[src/rtl/ps2_pkg.sv]
// Shared types and constants for the PS/2 keyboard receiver.
package ps2_pkg;

  // Frame deframer states
  typedef enum logic [1:0] {
    IDLE   = 2'd0,
    DATA   = 2'd1,
    PARITY = 2'd2,
    STOP   = 2'd3
  } ps2_state_t;

  // Scan-code prefixes
  localparam logic [7:0] PS2_EXT = 8'hE0;
  localparam logic [7:0] PS2_BRK = 8'hF0;

endpackage

[src/rtl/ps2_keyboard_if.sv]
// Bundle of the PS/2 line pair and the receiver/decoder outputs.
interface ps2_keyboard_if #(
  parameter int wordsize = 32
);
  logic                ps2_clk;
  logic                ps2_data;
  logic [wordsize-1:0] keyb_char;
  logic [7:0]          rx_byte;
  logic                rx_strobe;
  logic                frame_err;

  // Keyboard side: drives the PS/2 lines, observes the decoded outputs
  modport master (
    output ps2_clk, ps2_data,
    input  keyb_char, rx_byte, rx_strobe, frame_err
  );

  // Receiver side
  modport slave (
    input  ps2_clk, ps2_data,
    output keyb_char, rx_byte, rx_strobe, frame_err
  );
endinterface

[src/rtl/ps2_rx.sv]
// PS/2 frame receiver: synchronizer, falling-edge detect, 11-bit deframer
// with odd-parity/stop checking and an inter-edge timeout.
module ps2_rx
  import ps2_pkg::*;
#(
  parameter int TIMEOUT = 10000
) (
  input  logic       clk,
  input  logic       reset,
  input  logic       ps2_clk,
  input  logic       ps2_data,
  output logic [7:0] rx_byte,
  output logic       rx_strobe,
  output logic       frame_err
);

  localparam int TW = $clog2(TIMEOUT + 1);

  logic            clk_s1, clk_s2, clk_s3;
  logic            data_s1, data_s2;
  logic            fall;

  ps2_state_t      state_reg, state_next;
  logic [2:0]      bit_cnt_reg, bit_cnt_next;
  logic [7:0]      shift_reg, shift_next;
  logic            parity_reg, parity_next;
  logic [TW-1:0]   tmo_reg, tmo_next;
  logic [7:0]      byte_next;
  logic            strobe_next, err_next;

  // Two-flop synchronizers (idle-high lines reset to 1) plus an edge flop on clock
  always_ff @(posedge clk or posedge reset) begin
    if (reset) begin
      clk_s1  <= 1'b1;
      clk_s2  <= 1'b1;
      clk_s3  <= 1'b1;
      data_s1 <= 1'b1;
      data_s2 <= 1'b1;
    end else begin
      clk_s1  <= ps2_clk;
      clk_s2  <= clk_s1;
      clk_s3  <= clk_s2;
      data_s1 <= ps2_data;
      data_s2 <= data_s1;
    end
  end

  assign fall = ~clk_s2 & clk_s3;

  // Frame state and output registers
  always_ff @(posedge clk or posedge reset) begin
    if (reset) begin
      state_reg   <= IDLE;
      bit_cnt_reg <= '0;
      shift_reg   <= '0;
      parity_reg  <= 1'b0;
      tmo_reg     <= '0;
      rx_byte     <= '0;
      rx_strobe   <= 1'b0;
      frame_err   <= 1'b0;
    end else begin
      state_reg   <= state_next;
      bit_cnt_reg <= bit_cnt_next;
      shift_reg   <= shift_next;
      parity_reg  <= parity_next;
      tmo_reg     <= tmo_next;
      rx_byte     <= byte_next;
      rx_strobe   <= strobe_next;
      frame_err   <= err_next;
    end
  end

  // Next-state logic: advances on PS/2 falling edges, otherwise watches the timeout
  always_comb begin
    state_next   = state_reg;
    bit_cnt_next = bit_cnt_reg;
    shift_next   = shift_reg;
    parity_next  = parity_reg;
    tmo_next     = '0;
    byte_next    = rx_byte;
    strobe_next  = 1'b0;
    err_next     = 1'b0;

    if (state_reg != IDLE) begin
      tmo_next = fall ? '0 : tmo_reg + 1'b1;
    end

    if (fall) begin
      unique case (state_reg)
        IDLE: begin
          if (!data_s2) begin
            state_next   = DATA;
            bit_cnt_next = '0;
          end
        end
        DATA: begin
          shift_next = {data_s2, shift_reg[7:1]};
          if (bit_cnt_reg == 3'd7) begin
            state_next = PARITY;
          end else begin
            bit_cnt_next = bit_cnt_reg + 1'b1;
          end
        end
        PARITY: begin
          parity_next = data_s2;
          state_next  = STOP;
        end
        STOP: begin
          // Odd parity over data+parity and a high stop bit make a good frame
          if (data_s2 && (^{shift_reg, parity_reg})) begin
            byte_next   = shift_reg;
            strobe_next = 1'b1;
          end else begin
            err_next = 1'b1;
          end
          state_next = IDLE;
        end
        default: state_next = IDLE;
      endcase
    end else if (state_reg != IDLE && tmo_reg == TW'(TIMEOUT)) begin
      // Keyboard stopped clocking mid-frame: drop the partial byte
      state_next   = IDLE;
      err_next     = 1'b1;
      tmo_next     = '0;
      bit_cnt_next = '0;
    end
  end

endmodule

[src/rtl/ps2_keyboard.sv]
// PS/2 keyboard receiver and scan-code decoder. Holds {ext, code} of the
// currently pressed key in keyb_char, or 0 when no key is held.
module ps2_keyboard
  import ps2_pkg::*;
#(
  parameter int wordsize = 32,
  parameter int TIMEOUT  = 10000
) (
  input  logic                clk,
  input  logic                reset,
  ps2_keyboard_if.slave       bus
);

  logic                ext_reg, ext_next;
  logic                brk_reg, brk_next;
  logic [wordsize-1:0] char_reg, char_next;

  ps2_rx #(
    .TIMEOUT (TIMEOUT)
  ) u_rx (
    .clk       (clk),
    .reset     (reset),
    .ps2_clk   (bus.ps2_clk),
    .ps2_data  (bus.ps2_data),
    .rx_byte   (bus.rx_byte),
    .rx_strobe (bus.rx_strobe),
    .frame_err (bus.frame_err)
  );

  // Decoder registers
  always_ff @(posedge clk or posedge reset) begin
    if (reset) begin
      ext_reg  <= 1'b0;
      brk_reg  <= 1'b0;
      char_reg <= '0;
    end else begin
      ext_reg  <= ext_next;
      brk_reg  <= brk_next;
      char_reg <= char_next;
    end
  end

  // Prefix tracking and make/break handling on each received byte
  always_comb begin
    ext_next  = ext_reg;
    brk_next  = brk_reg;
    char_next = char_reg;
    if (bus.rx_strobe) begin
      if (bus.rx_byte == PS2_EXT) begin
        ext_next = 1'b1;
      end else if (bus.rx_byte == PS2_BRK) begin
        brk_next = 1'b1;
      end else if (brk_reg) begin
        // Only releasing the held key clears it; other releases are ignored
        if ({ext_reg, bus.rx_byte} == char_reg[8:0]) begin
          char_next = '0;
        end
        brk_next = 1'b0;
        ext_next = 1'b0;
      end else begin
        char_next = {{(wordsize-9){1'b0}}, ext_reg, bus.rx_byte};
        ext_next  = 1'b0;
      end
    end
  end

  assign bus.keyb_char = char_reg;

endmodule
[src/flat_wrapper.sv]
// flat-port wrapper written by rule: the top's interface ports become plain ports
module ps2_keyboard_flat import ps2_pkg::*;
#(
  parameter int wordsize = 32,
  parameter int TIMEOUT  = 10000
)
  (clk, reset, bus_ps2_clk, bus_ps2_data, bus_keyb_char, bus_rx_byte, bus_rx_strobe, bus_frame_err);
  ps2_keyboard_if #(.wordsize(wordsize)) bus_i ();
  input  logic clk;
  input  logic reset;
  input wire logic [$bits(bus_i.ps2_clk)-1:0] bus_ps2_clk;
  input wire logic [$bits(bus_i.ps2_data)-1:0] bus_ps2_data;
  output wire logic [$bits(bus_i.keyb_char)-1:0] bus_keyb_char;
  output wire logic [$bits(bus_i.rx_byte)-1:0] bus_rx_byte;
  output wire logic [$bits(bus_i.rx_strobe)-1:0] bus_rx_strobe;
  output wire logic [$bits(bus_i.frame_err)-1:0] bus_frame_err;
  assign bus_i.ps2_clk = bus_ps2_clk;
  assign bus_i.ps2_data = bus_ps2_data;
  assign bus_keyb_char = bus_i.keyb_char;
  assign bus_rx_byte = bus_i.rx_byte;
  assign bus_rx_strobe = bus_i.rx_strobe;
  assign bus_frame_err = bus_i.frame_err;
  ps2_keyboard #(.wordsize(wordsize), .TIMEOUT(TIMEOUT)) u_core (.clk(clk), .reset(reset), .bus(bus_i));
endmodule
[config.mk]
export PLATFORM = sky130hd
export DESIGN_NAME = ps2_keyboard_flat
export DESIGN_NICKNAME = d
export VERILOG_FILES = /design/src/rtl/ps2_pkg.sv /design/src/rtl/ps2_keyboard_if.sv /design/src/rtl/ps2_rx.sv /design/src/rtl/ps2_keyboard.sv /design/src/flat_wrapper.sv
export SDC_FILE = /design/constraint.sdc
export NUM_CORES = 1
export LEC_CHECK = 0
export CORE_MARGIN = 4
export CORE_UTILIZATION = 40
export CTS_BUF_LIST = sky130_fd_sc_hd__clkbuf_4
export DETAILED_ROUTE_END_ITERATION = 16
export GPL_TIMING_DRIVEN = 0
export HOLD_SLACK_MARGIN = 0.12
export SLEW_MARGIN = 25
export SYNTH_ARGS = -nofsm -noshare
export SYNTH_HDL_FRONTEND = slang
export SYNTH_SLANG_ARGS = --single-unit
[constraint.sdc]
create_clock -name clk -period 5.1 [get_ports clk]
set_input_delay 0.51 -clock clk [delete_from_list [all_inputs] [get_ports clk]]
set_output_delay 0.51 -clock clk [all_outputs]
set_load 0.03 [all_outputs]
==> results of run 1 <==
[power by group through the flow]
stage | Sequential (mW) | Combinational (mW) | Clock, mW
after detailed placement | 0.516 | 0.276 | 0
after CTS | 0.508 | 0.279 | 0.197
final | 0.507 | 0.275 | 0.182
after global placement | 0.514 | 0.274 | 0
after global routing | 0.513 | 0.304 | 0.210
after floorplan | 0.507 | 0.235 | 0
[critical path, cell delays in order (launching register included)]
cell,delay [ns]
dfrtp_1,0.45
inv_1,0.08
ha_1,0.14
nor4bb_1,0.22
nand4b_1,0.24
a2bb2oi_1,0.20
a21oi_1,0.27
mux2_2,0.38
[placed cells by master (no fill, tap or decap), types with 2 or more instances in the layout]
cell / n
a21oi_1: 3
and3_1: 4
buf_2: 2
buf_4: 23
clkbuf_4: 6
clkdlybuf4s50_1: 22
conb_1: 23
dfrtp_1: 49
dfstp_2: 5
ha_1: 8
inv_1: 9
mux2_2: 20
mux2i_1: 2
nand2_1: 29
nand3_1: 7
nand4_1: 2
nor2_1: 22
nor3_1: 4
o21ai_0: 2
o21ai_1: 8
xnor2_1: 13
xor2_1: 13
[through the flow]
stage / setup slack, ns / area (um2) / util / std cells / hold slack, ns
floorplan: 3.135 / 2773 / - / 266 / 0.3452
detailed placement: 3.010 / 3092 / 0.4814 / 365 / 0.3468
CTS: 2.989 / 3146 / 0.4898 / 373 / 0.3670
global placement: 2.253 / 3089 / 0.4810 / 365 / 0.3457
global route: 2.803 / 3146 / 0.4898 / 373 / 0.3702
finish: 3.022 / 3146 / 0.4898 / 373 / 0.3654
[cell usage after synthesis, types with 2 or more instances]
cell type	instances	area, um2
dfrtp_1	49	1226
nand2_1	29	108.9
buf_4	23	172.7
nor2_1	22	82.58
mux2_2	20	225.2
xnor2_1	13	113.9
xor2_1	13	113.9
inv_1	10	37.54
ha_1	8	100.1
o21ai_1	8	40.04
nand3_1	7	35.03
dfstp_2	5	131.4
and3_1	4	25.02
nor3_1	4	20.02
a21oi_1	3	15.01
buf_2	2	10.01
mux2i_1	2	20.02
nand4_1	2	12.51
o21ai_0	2	10.01
[path summary, 6_finish.rpt]
| kind | startpoint | to | slack, ns | cells after the start |
|---|---|---|---|---|
| min reg2reg | u_core.u_rx.clk_s1 | u_core.u_rx.clk_s2 | 0.37 | 0 |
| max reg2reg | u_core.u_rx.tmo_reg[0] | u_core.u_rx.bit_cnt_reg[2] | 3.02 | 7 |
| min | u_core.u_rx.clk_s1 | u_core.u_rx.clk_s2 | 0.37 | 0 |
| max in group asynchronous | reset | u_core.u_rx.bit_cnt_reg[0] | 4.08 | 2 |
| min in group asynchronous | reset | u_core.bus.keyb_char[8] | 0.58 | 2 |
| max | u_core.u_rx.tmo_reg[0] | u_core.u_rx.bit_cnt_reg[2] | 3.02 | 7 |
[kinds of logic (layout without fill, tap and decap cells)]
group                      count (synthesis)  count (layout)  synth area share
DFF                                       54              54            0.5047
xor gates and xnor gates                  28              28           0.09907
and+or+nand+nor                           78              78            0.1456
muxes                                     22              22           0.09116
AOI/OAI and AO/OA                         17              17           0.03768
buffers and inverters                     36              66           0.08326
other                                      1              23          0.001394
adders and majority gates                  8               8           0.03721
[metal layers]
metal	vias up	global-route usage
met5	-	0
met3	5	0.03840
li1	867	-
met4	0	0.04082
met2	43	0.1823
met1	774	0.1393
[layout make-up]
type                            count  area, um2  area share
Multi-Input combinational cell    176       1191      0.3787
Timing Repair Buffer               22      220.2     0.07001
Sequential cell                    54       1358      0.4316
Buffer                             26      186.4     0.05927
Inverter                           10      40.04     0.01273
Tap cell                           77      96.34     0.03063
Clock buffer                        6      45.04     0.01432
Clock inverter                      2      8.758    0.002784
==> reports/results.ini, run 1 <==
[critical_path]
worstSetupStartpointType = flop
crit_path_max_fanout = 5
path_class = reg -> reg
end_kind = flop
crit_arrival_ns = 2.33
cp.required_ns = 5.35

[layout]
nets = 307
diodes = 0
largest_reg_flops = 14
area_growth_pct = 16.93
drive_gt1_frac = 0.2128
fillers = 592

[global_routing]
grt_max_degree = 55
grt_first_pass_wirelength_um = 7652
grt_usage = 0.1124
grt_pass1_vias = 1664
overflow = 0
antenna_found_initial = 0

[detailed_routing]
met3WireLength_um = 280
vias = 1689
routed.top_layer = met4
drt-total-wl_um = 4330
wl_met2_um = 1951
routed_via_density = 4.528
drt_pre_antenna_iters = 4
drtIter0Drc = 38
antenna_left = 0
avgRoutedWirePerCell_um = 11.61
met1_length_um = 2053
drcViolationCount = 0

[run_status]
status = finished clean

[floorplanning]
die_w_um = 90.01
core_um2 = 6422
core.rowCount = 29
start_util = 0.4189
die_area_um2 = 8101
ioPinCount = 46
fp.dieH_um = 90.01

[timing]
report.final.slew_viol_count = 0
fmaxAchievable_mhz = 481.3
hold_viol = 0
grt_setup_unrepaired = no
skew_ns = 0.008818
slew_headroom = 0.5613
finalCriticalPeriod_ns = 2.078
worst_pin_slew_ns = 0.6580
post-route-period-util = 0.4074
setup_viol = 0
tns_ns = 0

[power]
p_clk_frac = 0.189
p_total_mw = 0.9634
cellPowerDensity_nw_per_um2 = 306.3
ir_drop_v = 0.0001775
p_leak_nw = 1.527
p_int_mw = 0.6517
power.share.combinational = 0.285
seqPwrFrac = 0.526
power_switching_mw = 0.3117
p_sw_frac = 0.3235

[cts]
cts-root-buf = clkbuf_4
cts_setup_buffers = 0
ctsResizeCount = 0
cts_tree = built
cts_hold_buffers = 0
clkLatencyLatePin_ns = 0.36
htreeDepth = 2
clkTransAtPathRegs_ns = 0.14
cts.sinks = 54
clk_path_buf_depth = 2
cts_inserted_buffers = 5

[synth]
ys_ff_latch = 54
yosysWarnings = 0
synth-edff-count = 0
synth_cell_types = 37
async_reset_ff_frac = 1.000
netlist_instances = 244
yosys_most_used_dff = dfrtp_1
syn_area_um2 = 2690
synth_seq_area_share = 0.5047
syn_avg_cell_area_um2 = 11.02

[hold_path]
hold_path.class = reg -> reg

[flow_run]
max-cap-violations = 0

[placed_design]
hpwlAfterDp_um = 3191
numPortBuffers = 22
place.gp.congestion = 0.7580

Note: power is estimated with default switching activity, not from simulation.
==> inputs of run 2 (changes only) <==
==> constraint.sdc (replaced) <==
create_clock -name clk -period 2.15 [get_ports clk]
set_input_delay 0.215 -clock clk [delete_from_list [all_inputs] [get_ports clk]]
set_output_delay 0.215 -clock clk [all_outputs]
set_load 0.03 [all_outputs]
==> reports/results.ini, run 2 (synthesis gave the netlist of run 1 again) <==
[run_status]
status = finished clean

[cts]
cts_inserted_buffers = 5
htreeDepth = 2
cts.sinks = 54
cts_tree = built
clkTransAtPathRegs_ns = 0.14
clkLatencyLatePin_ns = 0.36
cts-root-buf = clkbuf_4
clk_path_buf_depth = 2

[floorplanning]
die_area_um2 = 8101
die_w_um = 90.01
fp.dieH_um = 90.01
core_um2 = 6422
start_util = 0.4189
ioPinCount = 46
core.rowCount = 29

[critical_path]
crit_path_top_delay_cell = or4_1
worstSetupStartpointType = flop
end_kind = flop
cpLargestDelayFamily = simple AND/OR/NAND/NOR gates
cp_cell_sequence = or4b_1, o31ai_4, or4_1, nor4_4, buf_4, o22ai_1
path_class = reg -> reg
cp.required_ns = 2.41
slowest_delay_ns = 0.60
critPathBufInv = 1
crit_arrival_ns = 2.31
crit_path_max_fanout = 9

[power]
cellPowerDensity_nw_per_um2 = 722.2
power_switching_mw = 0.7419
ir_drop_v = 0.0004213
p_sw_frac = 0.3239
power.share.combinational = 0.287
p_leak_nw = 1.533
seqPwrFrac = 0.525
p_clk_frac = 0.188
p_int_mw = 1.549

[layout]
layout_common_cells = dfrtp_1, nand2_1, buf_4
diodes = 0
nets = 308
area_growth_pct = 17.91
largest_reg_flops = 14
layout_commonest_cell = dfrtp_1
drive_gt1_frac = 0.2222

[timing]
grt_setup_unrepaired = no
slew_headroom = 0.5612
hold_viol = 0
fmaxAchievable_mhz = 487.3
setup_viol = 0
post-route-period-util = 0.9545
worst_pin_slew_ns = 0.6583
report.final.slew_viol_count = 0
tns_ns = 0
skew_ns = 0.007504
setup_ws_ns = 0.09790
finalCriticalPeriod_ns = 2.052

[placed_design]
place.gp.congestion = 0.7580
place_ws_ns = 0.06037
numPortBuffers = 22
hpwlAfterDp_um = 3191

[flow_run]
max-cap-violations = 0

[detailed_routing]
drt-total-wl_um = 4334
routed_via_density = 4.543
avgRoutedWirePerCell_um = 11.59
drtIter0Drc = 47
antenna_left = 0
drt_pre_antenna_iters = 4
vias = 1699
drcViolationCount = 0

[global_routing]
grt_first_pass_wirelength_um = 7652
grt_pass1_vias = 1664
grt_max_degree = 55
grt_usage = 0.1124
antenna_found_initial = 0
overflow = 0

[hold_path]
hold_path.class = in -> reg

-- run 2: worst register-to-register path: cells and delay by family, from the launching register on --
kind / cells / cell delay (ns)
buffers and inverters: 1 / 0.20
AND/OR/NAND/NOR: 3 / 1.12
flip-flops: 1 / 0.46
AO/OA/AOI/OAI: 2 / 0.18
-- run 2: power by group through the flow --
stage          registers, mW  logic, mW  clock network [mW]
2_1_floorplan           1.20      0.558                   0
5_1_grt                 1.22      0.727               0.498
3_5_place_dp            1.22      0.654                   0
6_report                1.20      0.658               0.430
4_1_cts                 1.20      0.661               0.466
3_3_place_gp            1.22      0.649                   0
-- run 2: final cells by class --
cell class	instances	area, um2
Fill cell	594	3251
Sequential cell	54	1358
Multi-Input combinational cell	176	1210
Timing Repair Buffer	23	227.7
Buffer	26	186.4
Tap cell	77	96.34
Clock buffer	6	45.04
Inverter	10	40.04
Clock inverter	2	8.758
-- run 2: final timing paths --
kind	to	cells after the start	slack [ns]	start
worst max-delay path	u_core.bus.keyb_char[4]	6	0.1	u_core.u_rx.rx_byte[7]
worst min-delay path	u_core.u_rx.clk_s1	1	0.24	bus_ps2_clk
min in group asynchronous	u_core.bus.keyb_char[8]	2	0.29	reset
worst max register to register	u_core.bus.keyb_char[4]	6	0.1	u_core.u_rx.rx_byte[7]
max in group asynchronous	u_core.u_rx.bit_cnt_reg[0]	2	1.42	reset
worst min register to register	u_core.u_rx.clk_s2	0	0.37	u_core.u_rx.clk_s1
-- run 2: layer usage --
metal	global-route usage	vias up	wire length, um
met3	0.03840	5	271
met4	0.04082	0	45
met2	0.1823	42	1949
met1	0.1393	783	2067
li1	-	869	-
met5	0	-	0
-- run 2: metrics by stage --
stage | cells | area [um2] | total power [mW] | hold WS (ns) | utilization
after floorplan | 266 | 2773 | 1.761 | 0.2195 | -
after global placement | 365 | 3089 | 1.870 | 0.3457 | 0.4810
after detailed placement | 365 | 3092 | 1.878 | 0.3468 | 0.4814
after CTS | 373 | 3146 | 2.332 | 0.2131 | 0.4898
after global routing | 374 | 3172 | 2.443 | 0.2030 | 0.4939
final | 374 | 3172 | 2.291 | 0.2430 | 0.4939
-- run 2: timing repair --
item | 4_1_cts | 5_1_grt
setup endpoints to repair | 0 | 8
buffers inserted | 0 | 1
hold buffers | 0 | 0
resized for setup | 0 | 3
==> inputs of run 3 (changes only) <==
--- a/config.mk
+++ b/config.mk
@@ -6,8 +6,7 @@
 export NUM_CORES = 1
 export LEC_CHECK = 0
 export CORE_MARGIN = 4
-export CORE_UTILIZATION = 40
-export CTS_BUF_LIST = sky130_fd_sc_hd__clkbuf_4
+export CORE_UTILIZATION = 35
 export DETAILED_ROUTE_END_ITERATION = 16
 export GPL_TIMING_DRIVEN = 0
 export HOLD_SLACK_MARGIN = 0.12
==> reports/results.ini, run 3 (synthesis gave the netlist of run 1 again) <==
[critical_path]
endpoint = u_core.bus.keyb_char[0]
worstSetupStartpointType = flop
crit_path_max_fanout = 5
cp_cell_sequence = xnor2_1, nand4_1, or4_1, nor4_4, buf_4, o21ai_1
reg2regPathDepth = 6
slowest_delay_ns = 0.58
r2r-end = u_core.bus.keyb_char[0]
end_kind = flop
reg2reg_setup_slack_ns = 0.16
critPathLaunch = u_core.u_rx.rx_byte[5]
crit_path_top_delay_cell = or4_1
crit_arrival_ns = 2.19
path_class = reg -> reg
cp.required_ns = 2.35
cpLargestDelayFamily = simple AND/OR/NAND/NOR gates
path_depth = 6
rr_startpoint = u_core.u_rx.rx_byte[5]
critPathBufInv = 1

[run_status]
status = finished clean

[global_routing]
overflow = 0
grt_usage = 0.1079
antenna_found_initial = 0
grt_pass1_vias = 1676
grt_max_degree = 55
grt_first_pass_wirelength_um = 7783

[detailed_routing]
routed_via_density = 4.307
avgRoutedWirePerCell_um = 11.16
drcViolationCount = 0
vias = 1714
drt-total-wl_um = 4442
drt_pre_antenna_iters = 4
antenna_left = 0
drtIter0Drc = 100

[cts]
clkTransAtPathRegs_ns = 0.10
cts_tree = built
cts_inserted_buffers = 5
cts-root-buf = clkbuf_8
htreeDepth = 2
cts_hold_buffers = 0
clkLatencyLatePin_ns = 0.30
cts.sinks = 54
clk_path_buf_depth = 2

[power]
power.share.combinational = 0.261
p_leak_nw = 1.576
p_sw_frac = 0.3074
seqPwrFrac = 0.470
power_switching_mw = 0.7845
p_clk_frac = 0.269
ir_drop_v = 0.0005211
p_int_mw = 1.767
cellPowerDensity_nw_per_um2 = 777.0

[layout]
area_growth_pct = 22.09
largest_reg_flops = 14
diodes = 0
utilization = 0.4457
multiInputGateArea_um2 = 1201
layout_common_cells = dfrtp_1, nand2_1, buf_4
layout_commonest_cell = dfrtp_1
fillers = 722
nets = 310
ff_latch_area_um2 = 1358
drive_gt1_frac = 0.2308

[timing]
hold_viol = 0
skew_ns = 0.006559
finalCriticalPeriod_ns = 1.991
post-route-period-util = 0.9258
setup_ws_ns = 0.1595
setup_viol = 0
fmaxAchievable_mhz = 502.4
report.final.slew_viol_count = 0
hold_slack_ns = 0.2950
grt_setup_unrepaired = no

[placed_design]
place.gp.congestion = 0.7803
numPortBuffers = 22
hpwlAfterDp_um = 3235
place_ws_ns = 0.07179

[floorplanning]
core_um2 = 7370
die_area_um2 = 9153
ioPinCount = 46
fp.dieH_um = 95.67
die_w_um = 95.67
core.rowCount = 31
start_util = 0.3650

[hold_path]
hold_path.class = in -> async

[flow_run]
max-cap-violations = 0

## run 3: cell count changes in the layout (fill, tap and decap cells not counted)
cell | previous run | this run
bufinv_16 | 0 | 1
o31ai_2 | 0 | 1
inv_6 | 0 | 1
o31ai_4 | 1 | 0
buf_16 | 0 | 1
clkbuf_8 | 0 | 5
buf_4 | 24 | 25
clkinv_1 | 1 | 0
clkbuf_4 | 6 | 0
## run 3: how the worst min path moves through the flow
stage / cells after the start / to
after floorplan: 0 / u_core.u_rx.clk_s1
after global placement: 0 / u_core.u_rx.data_s2
after detailed placement: 0 / u_core.u_rx.data_s2
after CTS: 1 / u_core.u_rx.clk_s1
final: 3 / u_core.brk_reg
after global routing: 1 / u_core.u_rx.clk_s1
## run 3: area by class of cell
| class | instances | area share |
|---|---|---|
| plain buffers | 26 | 0.05676 |
| clock inverters | 3 | 0.01333 |
| well taps | 99 | 0.03771 |
| inverters | 10 | 0.01219 |
| clock buffers | 5 | 0.02095 |
| repair buffers | 25 | 0.08000 |
| multi-input cells | 176 | 0.3657 |
| flip-flops and latches | 54 | 0.4133 |
## run 3: worst register-to-register path, delay by kind of cell, from the launching register on
| family | cells | cell delay [ns] |
|---|---|---|
| AO/OA/AOI/OAI | 1 | 0.07 |
| buffers and inverters | 1 | 0.18 |
| XOR/XNOR | 1 | 0.22 |
| AND/OR/NAND/NOR | 3 | 0.97 |
| flip-flops | 1 | 0.45 |
## run 3: layer usage
metal / GRT usage / share of wire / vias up
met2: 0.1714 / 0.45 / 40
met3: 0.02684 / 0.064 / 2
met1: 0.1439 / 0.48 / 801
met5: 0 / 0 / -
met4: 0.03555 / 0.0065 / 0
li1: - / - / 871
## run 3: timing repair
action | in CTS | in global routing
setup endpoints to repair | 0 | 13
endpoints found under the hold margin | 0 | 0
setup buffers | 0 | 2
resized for setup | 0 | 2
## run 3: per-stage QoR
step	TNS (ns)	power [mW]	instance area [um2]	std cells
6_report	0	2.552	3284	398
5_1_grt	0	2.719	3284	398
4_1_cts	0	2.585	3259	396
3_5_place_dp	0	1.881	3147	388
3_3_place_gp	-21.04	1.871	3117	387
2_1_floorplan	0	1.761	2773	266
## run 3: power by group through the flow
stage | registers [mW] | clock network, mW | logic (mW)
after floorplan | 1.20 | 0 | 0.558
after global placement | 1.22 | 0 | 0.650
after detailed placement | 1.22 | 0 | 0.659
after CTS | 1.20 | 0.715 | 0.668
after global routing | 1.22 | 0.759 | 0.741
final | 1.20 | 0.686 | 0.666
